`src/rtl/rgb_pwm_bank.sv`:
```
// rgb_pwm_bank
// ------------------------------------------------------------------------
// Multi-channel RGB brightness controller. Each of the CH RGB LEDs has one
// duty register per colour. Debounced up/down presses move the register
// addressed by {ch_sel, sel} in saturating STEP increments. A shared,
// prescaled counter turns every duty into a PWM waveform.
//
// Optional feature: define AUTO_REPEAT_EN to get auto-repeat on a held
// up/down button. The first repeat comes REPEAT_DLY cycles after the press,
// and later repeats come every REPEAT_PER cycles. Without the macro no
// repeat hardware is built.
//
// Ports
//   clk       system clock (only clock domain)
//   rst       synchronous, active-high reset
//   btn_up    debounced level, press raises brightness
//   btn_dn    debounced level, press lowers brightness
//   btn_show  debounced level, press toggles output enable
//   sel       colour select: 00 none, 01 R, 10 G, 11 B
//   ch_sel    channel select, values >= CH are ignored
//   pwm_r/g/b registered PWM outputs, one bit per channel, gated by enable
//   led_mon   registered raw PWM of the selected channel/colour (ungated)
//   duty_o    combinational duty of the selected channel/colour
// ------------------------------------------------------------------------
module rgb_pwm_bank #(
    parameter int CH         = 2,
    parameter int DUTY_W     = 8,
    parameter int STEP       = 10,
    parameter int PRESC      = 1,
    parameter int REPEAT_DLY = 50000000,
    parameter int REPEAT_PER = 10000000,
    localparam int CSW       = $clog2(CH)
) (
    input  logic              clk,
    input  logic              rst,
    input  logic              btn_up,
    input  logic              btn_dn,
    input  logic              btn_show,
    input  logic [1:0]        sel,
    input  logic [CSW-1:0]    ch_sel,
    output logic [CH-1:0]     pwm_r,
    output logic [CH-1:0]     pwm_g,
    output logic [CH-1:0]     pwm_b,
    output logic              led_mon,
    output logic [DUTY_W-1:0] duty_o
);

    localparam int PW = (PRESC > 1) ? $clog2(PRESC) : 1;
    localparam logic [DUTY_W-1:0] MAX    = {DUTY_W{1'b1}};
    localparam logic [DUTY_W-1:0] STEP_V = DUTY_W'(STEP);
    localparam logic [DUTY_W-1:0] UP_LIM = MAX - STEP_V;

    function automatic logic [DUTY_W-1:0] sat_up(input logic [DUTY_W-1:0] d);
        return (d > UP_LIM) ? MAX : d + STEP_V;
    endfunction

    function automatic logic [DUTY_W-1:0] sat_dn(input logic [DUTY_W-1:0] d);
        return (d < STEP_V) ? '0 : d - STEP_V;
    endfunction

    logic [2:0]        btn;
    logic [2:0]        btn_q;
    logic [2:0]        blocked;
    logic [2:0]        press;
    logic              press_up;
    logic              press_dn;
    logic              press_show;
    logic              step_up;
    logic              step_dn;
    logic              addr_ok;
    logic [1:0]        col;
    logic [DUTY_W-1:0] duty [CH][3];
    logic              en;
    logic [PW-1:0]     presc;
    logic              tick;
    logic [DUTY_W-1:0] cnt;
    logic [CH-1:0]     raw_r;
    logic [CH-1:0]     raw_g;
    logic [CH-1:0]     raw_b;

    assign btn = {btn_show, btn_dn, btn_up};

    // A press is a rising edge of the level. A button that was already high
    // at reset stays blocked until it is released. This means that holding
    // a button through reset never counts as a new press.
    always_ff @(posedge clk) begin
        if (rst) begin
            btn_q   <= '0;
            blocked <= btn;
        end else begin
            btn_q   <= btn;
            blocked <= blocked & btn;
        end
    end

    assign press      = btn & ~btn_q & ~blocked;
    assign press_up   = press[0];
    assign press_dn   = press[1];
    assign press_show = press[2];

    assign addr_ok = (sel != 2'b00) && (int'(ch_sel) < CH);
    assign col     = sel - 2'd1;

`ifdef AUTO_REPEAT_EN
    localparam int RPT_MAX = (REPEAT_DLY > REPEAT_PER) ? REPEAT_DLY : REPEAT_PER;
    localparam int RW      = $clog2(RPT_MAX + 1);

    logic           rep_arm;
    logic           rep_up;
    logic           rep_phase;
    logic [RW-1:0]  rep_cnt;
    logic [1:0]     sel_q;
    logic [CSW-1:0] ch_sel_q;
    logic           hold_ok;
    logic           rep_fire;

    // The hold is valid only while the armed button stays high, the other
    // button stays low, and the address has not moved since the last cycle.
    always_comb begin
        hold_ok  = rep_arm
                 && (rep_up ? (btn_up & ~btn_dn) : (btn_dn & ~btn_up))
                 && (sel == sel_q) && (ch_sel == ch_sel_q);
        rep_fire = hold_ok
                 && (rep_cnt == (rep_phase ? RW'(REPEAT_PER - 1) : RW'(REPEAT_DLY - 1)));
    end

    // A single up or down press arms the repeater and restarts the count.
    // The count first runs up to REPEAT_DLY. After the first fire it runs
    // up to REPEAT_PER.
    always_ff @(posedge clk) begin
        if (rst) begin
            rep_arm   <= 1'b0;
            rep_up    <= 1'b0;
            rep_phase <= 1'b0;
            rep_cnt   <= '0;
            sel_q     <= '0;
            ch_sel_q  <= '0;
        end else begin
            sel_q    <= sel;
            ch_sel_q <= ch_sel;
            if (press_up ^ press_dn) begin
                rep_arm   <= 1'b1;
                rep_up    <= press_up;
                rep_phase <= 1'b0;
                rep_cnt   <= '0;
            end else if (!hold_ok) begin
                rep_arm   <= 1'b0;
                rep_phase <= 1'b0;
                rep_cnt   <= '0;
            end else if (rep_fire) begin
                rep_phase <= 1'b1;
                rep_cnt   <= '0;
            end else begin
                rep_cnt   <= rep_cnt + RW'(1);
            end
        end
    end

    assign step_up = (press_up & ~press_dn) | (rep_fire & rep_up);
    assign step_dn = (press_dn & ~press_up) | (rep_fire & ~rep_up);
`else
    logic unused_repeat_cfg;
    assign unused_repeat_cfg = (REPEAT_DLY > 0) ^ (REPEAT_PER > 0);

    assign step_up = press_up & ~press_dn;
    assign step_dn = press_dn & ~press_up;
`endif

    // Only the addressed register moves. When up and down are pressed
    // together they cancel, because the step signals already exclude each
    // other.
    always_ff @(posedge clk) begin
        if (rst) begin
            for (int c = 0; c < CH; c++) begin
                for (int k = 0; k < 3; k++) begin
                    duty[c][k] <= '0;
                end
            end
        end else if (addr_ok) begin
            if (step_up) begin
                duty[ch_sel][col] <= sat_up(duty[ch_sel][col]);
            end else if (step_dn) begin
                duty[ch_sel][col] <= sat_dn(duty[ch_sel][col]);
            end
        end
    end

    always_ff @(posedge clk) begin
        if (rst) begin
            en <= 1'b0;
        end else if (press_show) begin
            en <= ~en;
        end
    end

    // The prescaler divides the clock down to one counter tick every PRESC
    // cycles. The PWM counter then wraps naturally from MAX to 0.
    assign tick = (presc == PW'(PRESC - 1));

    always_ff @(posedge clk) begin
        if (rst) begin
            presc <= '0;
            cnt   <= '0;
        end else begin
            presc <= tick ? '0 : presc + PW'(1);
            if (tick) begin
                cnt <= cnt + DUTY_W'(1);
            end
        end
    end

    always_comb begin
        duty_o = '0;
        if (addr_ok) begin
            duty_o = duty[ch_sel][col];
        end
    end

    always_comb begin
        raw_r = '0;
        raw_g = '0;
        raw_b = '0;
        for (int c = 0; c < CH; c++) begin
            raw_r[c] = cnt < duty[c][0];
            raw_g[c] = cnt < duty[c][1];
            raw_b[c] = cnt < duty[c][2];
        end
    end

    // led_mon is not gated by en, so the selected waveform can be watched
    // while the LEDs themselves are dark. duty_o is already 0 for an
    // invalid address, which keeps led_mon low in that case.
    always_ff @(posedge clk) begin
        if (rst) begin
            pwm_r   <= '0;
            pwm_g   <= '0;
            pwm_b   <= '0;
            led_mon <= 1'b0;
        end else begin
            pwm_r   <= en ? raw_r : '0;
            pwm_g   <= en ? raw_g : '0;
            pwm_b   <= en ? raw_b : '0;
            led_mon <= cnt < duty_o;
        end
    end

endmodule

```
`config.mk`:
```
export PLATFORM = sky130hd
export DESIGN_NAME = rgb_pwm_bank
export DESIGN_NICKNAME = d
export VERILOG_FILES = /design/src/rtl/rgb_pwm_bank.sv
export SDC_FILE = /design/constraint.sdc
export NUM_CORES = 1
export LEC_CHECK = 0
export CAP_MARGIN = 40
export CORE_MARGIN = 1.5
export CORE_UTILIZATION = 55
export CTS_BUF_LIST = sky130_fd_sc_hd__clkbuf_8 sky130_fd_sc_hd__clkbuf_16
export CTS_CLUSTER_SIZE = 30
export DETAILED_ROUTE_END_ITERATION = 16
export PLACE_DENSITY = 0.74
export SLEW_MARGIN = 15
export SYNTH_ARGS = -nofsm -noshare
export SYNTH_HDL_FRONTEND = slang
export SYNTH_SLANG_ARGS = --single-unit
```
`constraint.sdc`:
```
create_clock -name clk -period 6.9 [get_ports clk]
set_input_delay 1.38 -clock clk [delete_from_list [all_inputs] [get_ports clk]]
set_output_delay 1.38 -clock clk [all_outputs]
set_load 0.005 [all_outputs]
```
==> summary.md <==
| Metric | Value |
|---|---|
| Outcome | finished, final reports clean |
| Critical setup path kind | input port to primary output |
| Hold path depth | 1 |
| Yosys reg bits | 71 |
| Final Hold Vio Count | 0 |
| Sink Count | 71 |
| Row cnt | 34 |
| Area contributors post-synth | edfxtp_1 (30%), ha_1 (14%), dfxtp_1 (9.5%) |
| Largest net degree at the start of global routing | 25 |
| Worst Max-Slew Pin Slew | 0.812 ns |
| Final #Nets | 597 |
| Mapped Avg Cell Area | 9.54 sq um |
| Post-synth net total | 574 |
| RSZ-0062 raised after global routing | false |
| Worst-skew pair later-pin latency | 0.36 ns |
| Clk buf depth | 2 |
| Routed wire length | 12100 um |
| R2R Setup Slk | 3.63 ns |
| Root Driver | clkbuf_8 |
| First-pass GRT wire length | 19300 um |
| Worst Reg2Reg Path Length in Cells | 7 |
| Die area | 0.00942 sq mm |
| Worst Path Arrival | 4.37 ns |
| Cts bufs inserted | 9 |
| DR pass1 iterations | 5 |
| Class of the worst hold path | flip-flop to flip-flop |
| Resize count post-CTS | 0 |
| Slew Viols, Final | 0 |
| DR iter-0 viols | 244 |
| Max cap viols | 0 |
| P_leak | 2.47 nW |
| Vias in the first global route | 3700 |
| Most common cell in the netlist | nor2_1 |
| Share of layout cells above drive strength 1 | 9.29% |
| WL per Instance | 18.7 um |
| Setup Buffers After CTS | 0 |
| Number of enable flip-flop cells after synthesis | 48 |
| Worst VDD drop | 95.9 uV |
| Max Clock Skew | 0.00915 ns |
| Global route overflow | 0 |
| Worst endpoint required time | 5.52 ns |
| Critical Path Start Type | input port |
| Initial antenna violation count | 0 |
| Most common flop cell mapped by yosys | edfxtp_1 |
| Initial Utilization | 56.3% |
| Hpwl dp | 9160 um |
| Max FO, Critical Path | 10 |
| Cell Area, Synth | 0.00486 sq mm |
| Reg clk slew, reported paths | 0.08 ns |
| Seq/Total Area, Yosys | 39.1% |
| Final setup violation count | 0 |
| Most instantiated cells after synthesis | nor2_1 (71), ha_1 (56), inv_1 (56) |
| Setup TNS Final | 0 ns |
| Worst slew margin | 45.8% |
| Remaining DRCs | 0 |
| Final period util | 83.4% |
| Fillers | 723 |
| Area delta synth->final | 10.7% |
| Post-Layout Cell Count | 646 |
| Post-route minimum period | 5.75 ns |
| # hold bufs at CTS | 0 |
| FFs w/ async S/R, synth | 0% |
| Placer Congestion | 0.927 |
| Antenna viol nets, final | 0 |
| Post-synth cell types | 52 |
| Post-synthesis instance total | 510 |
| Share of the synthesized area in the top cell type | 29.6% |
| Via count | 3806 |
| Dominant cell type by area after synthesis | edfxtp_1 |
| Peak Freq | 174 MHz |
| Placed Cells incl. Taps | 630 |
| Crit end category | primary output |
| Antenna diode count | 0 |
| Vias per inst | 5.89 |
| Warnings from Yosys | 0 |
| Core box area | 0.00864 sq mm |
| Die height | 97.0 um |
| CTS tree | yes |
| Gr usage total | 26.6% |
| Port bufs | 22 |
| CTS HTree Levels | 3 |
| I/O pin count | 23 |
| Die Span X | 97.0 um |
| Power Density | 197 mW/mm^2 |
## final cells by class
type	count	area (sq um)	area share, %
clock buffer	9	124	2.30
clock inverter	7	76.3	1.42
inverter	56	210	3.90
multi-input combinational	367	2670	49.6
sequential	71	1900	35.3
tap	108	135	2.51
timing repair buffer	28	265	4.93
## final timing paths
path | startpoint | end
worst max-delay path | ch_sel | duty_o[2]
worst max register to register | duty[1][10]$_DFFE_PP_ | duty[0][5]$_SDFFCE_PN0P_
worst min register to register | blocked[2]$_DFF_P_ | blocked[2]$_DFF_P_
worst min-delay path | blocked[2]$_DFF_P_ | blocked[2]$_DFF_P_
## where the power goes
part           switching, mW  internal [mW]
Clock                  0.192          0.143
Sequential            0.0165          0.477
Combinational          0.136         0.0977
Total                  0.344          0.719
## worst max-delay path, cell delays in order
cell,delay (ns)
clkdlybuf4s50_1,0.87
buf_4,0.29
mux2_2,0.34
a222oi_1,0.74
or2_2,0.27
inv_1,0.04
clkdlybuf4s50_1,0.43
## placed cells by master, fill, tap and decap left out, drive strengths merged, types with 9 or more instances in the layout
cell type	instances
nor2	72
inv	60
ha	56
edfxtp	48
a21oi	24
mux2i	23
dfxtp	23
clkdlybuf4s50	22
a21o	20
nand2	17
nand2b	15
nor2b	13
nor3	13
o21ai	13
or2	11
mux2	10
clkbuf	9
nand3	9
## through the flow
step	utilization, %	area, sq um	setup WS [ns]	total power [mW]	hold slack (ns)
6_report	62.4	5390	1.15	1.06	0.465
5_1_grt	62.4	5390	0.985	1.11	0.489
4_1_cts	62.4	5390	1.16	1.06	0.468
3_5_place_dp	60.0	5180	1.17	0.732	0.447
3_3_place_gp	60.0	5180	1.24	0.728	0.435
2_1_floorplan	-	4860	2.60	0.656	0.429
## kinds of logic (layout without fill, tap and decap cells)
logic type	after synthesis	count (layout)	synth area share, %
flops	71	71	39.1
fa+ha+maj	56	56	14.4
compound gates	87	87	11.7
buf+inv	72	100	6.12
mux	35	35	8.05
other cells	1	1	0.0771
xor+xnor	11	11	1.98
simple gates	177	177	18.5
## flip-flops by register name (all words and copies together), names as in the netlist
signal / count
blocked: 3
pwm_b: 2
en: 1
led_mon: 1
pwm_r: 2
pwm_g: 2
duty: 48
cnt: 8
presc: 1
btn_q: 3
## layer usage
layer | wire [um] | part of all wire, % | track usage [%] | vias up
li1 | - | - | - | 1838
met1 | 5370 | 45 | 36.0 | 1809
met2 | 5580 | 46 | 42.4 | 139
met3 | 794 | 6.6 | 5.13 | 20
met4 | 318 | 2.6 | 10.1 | 0
met5 | 0 | 0 | 0 | -
No activity file was read; power rests on OpenSTA's default activity.
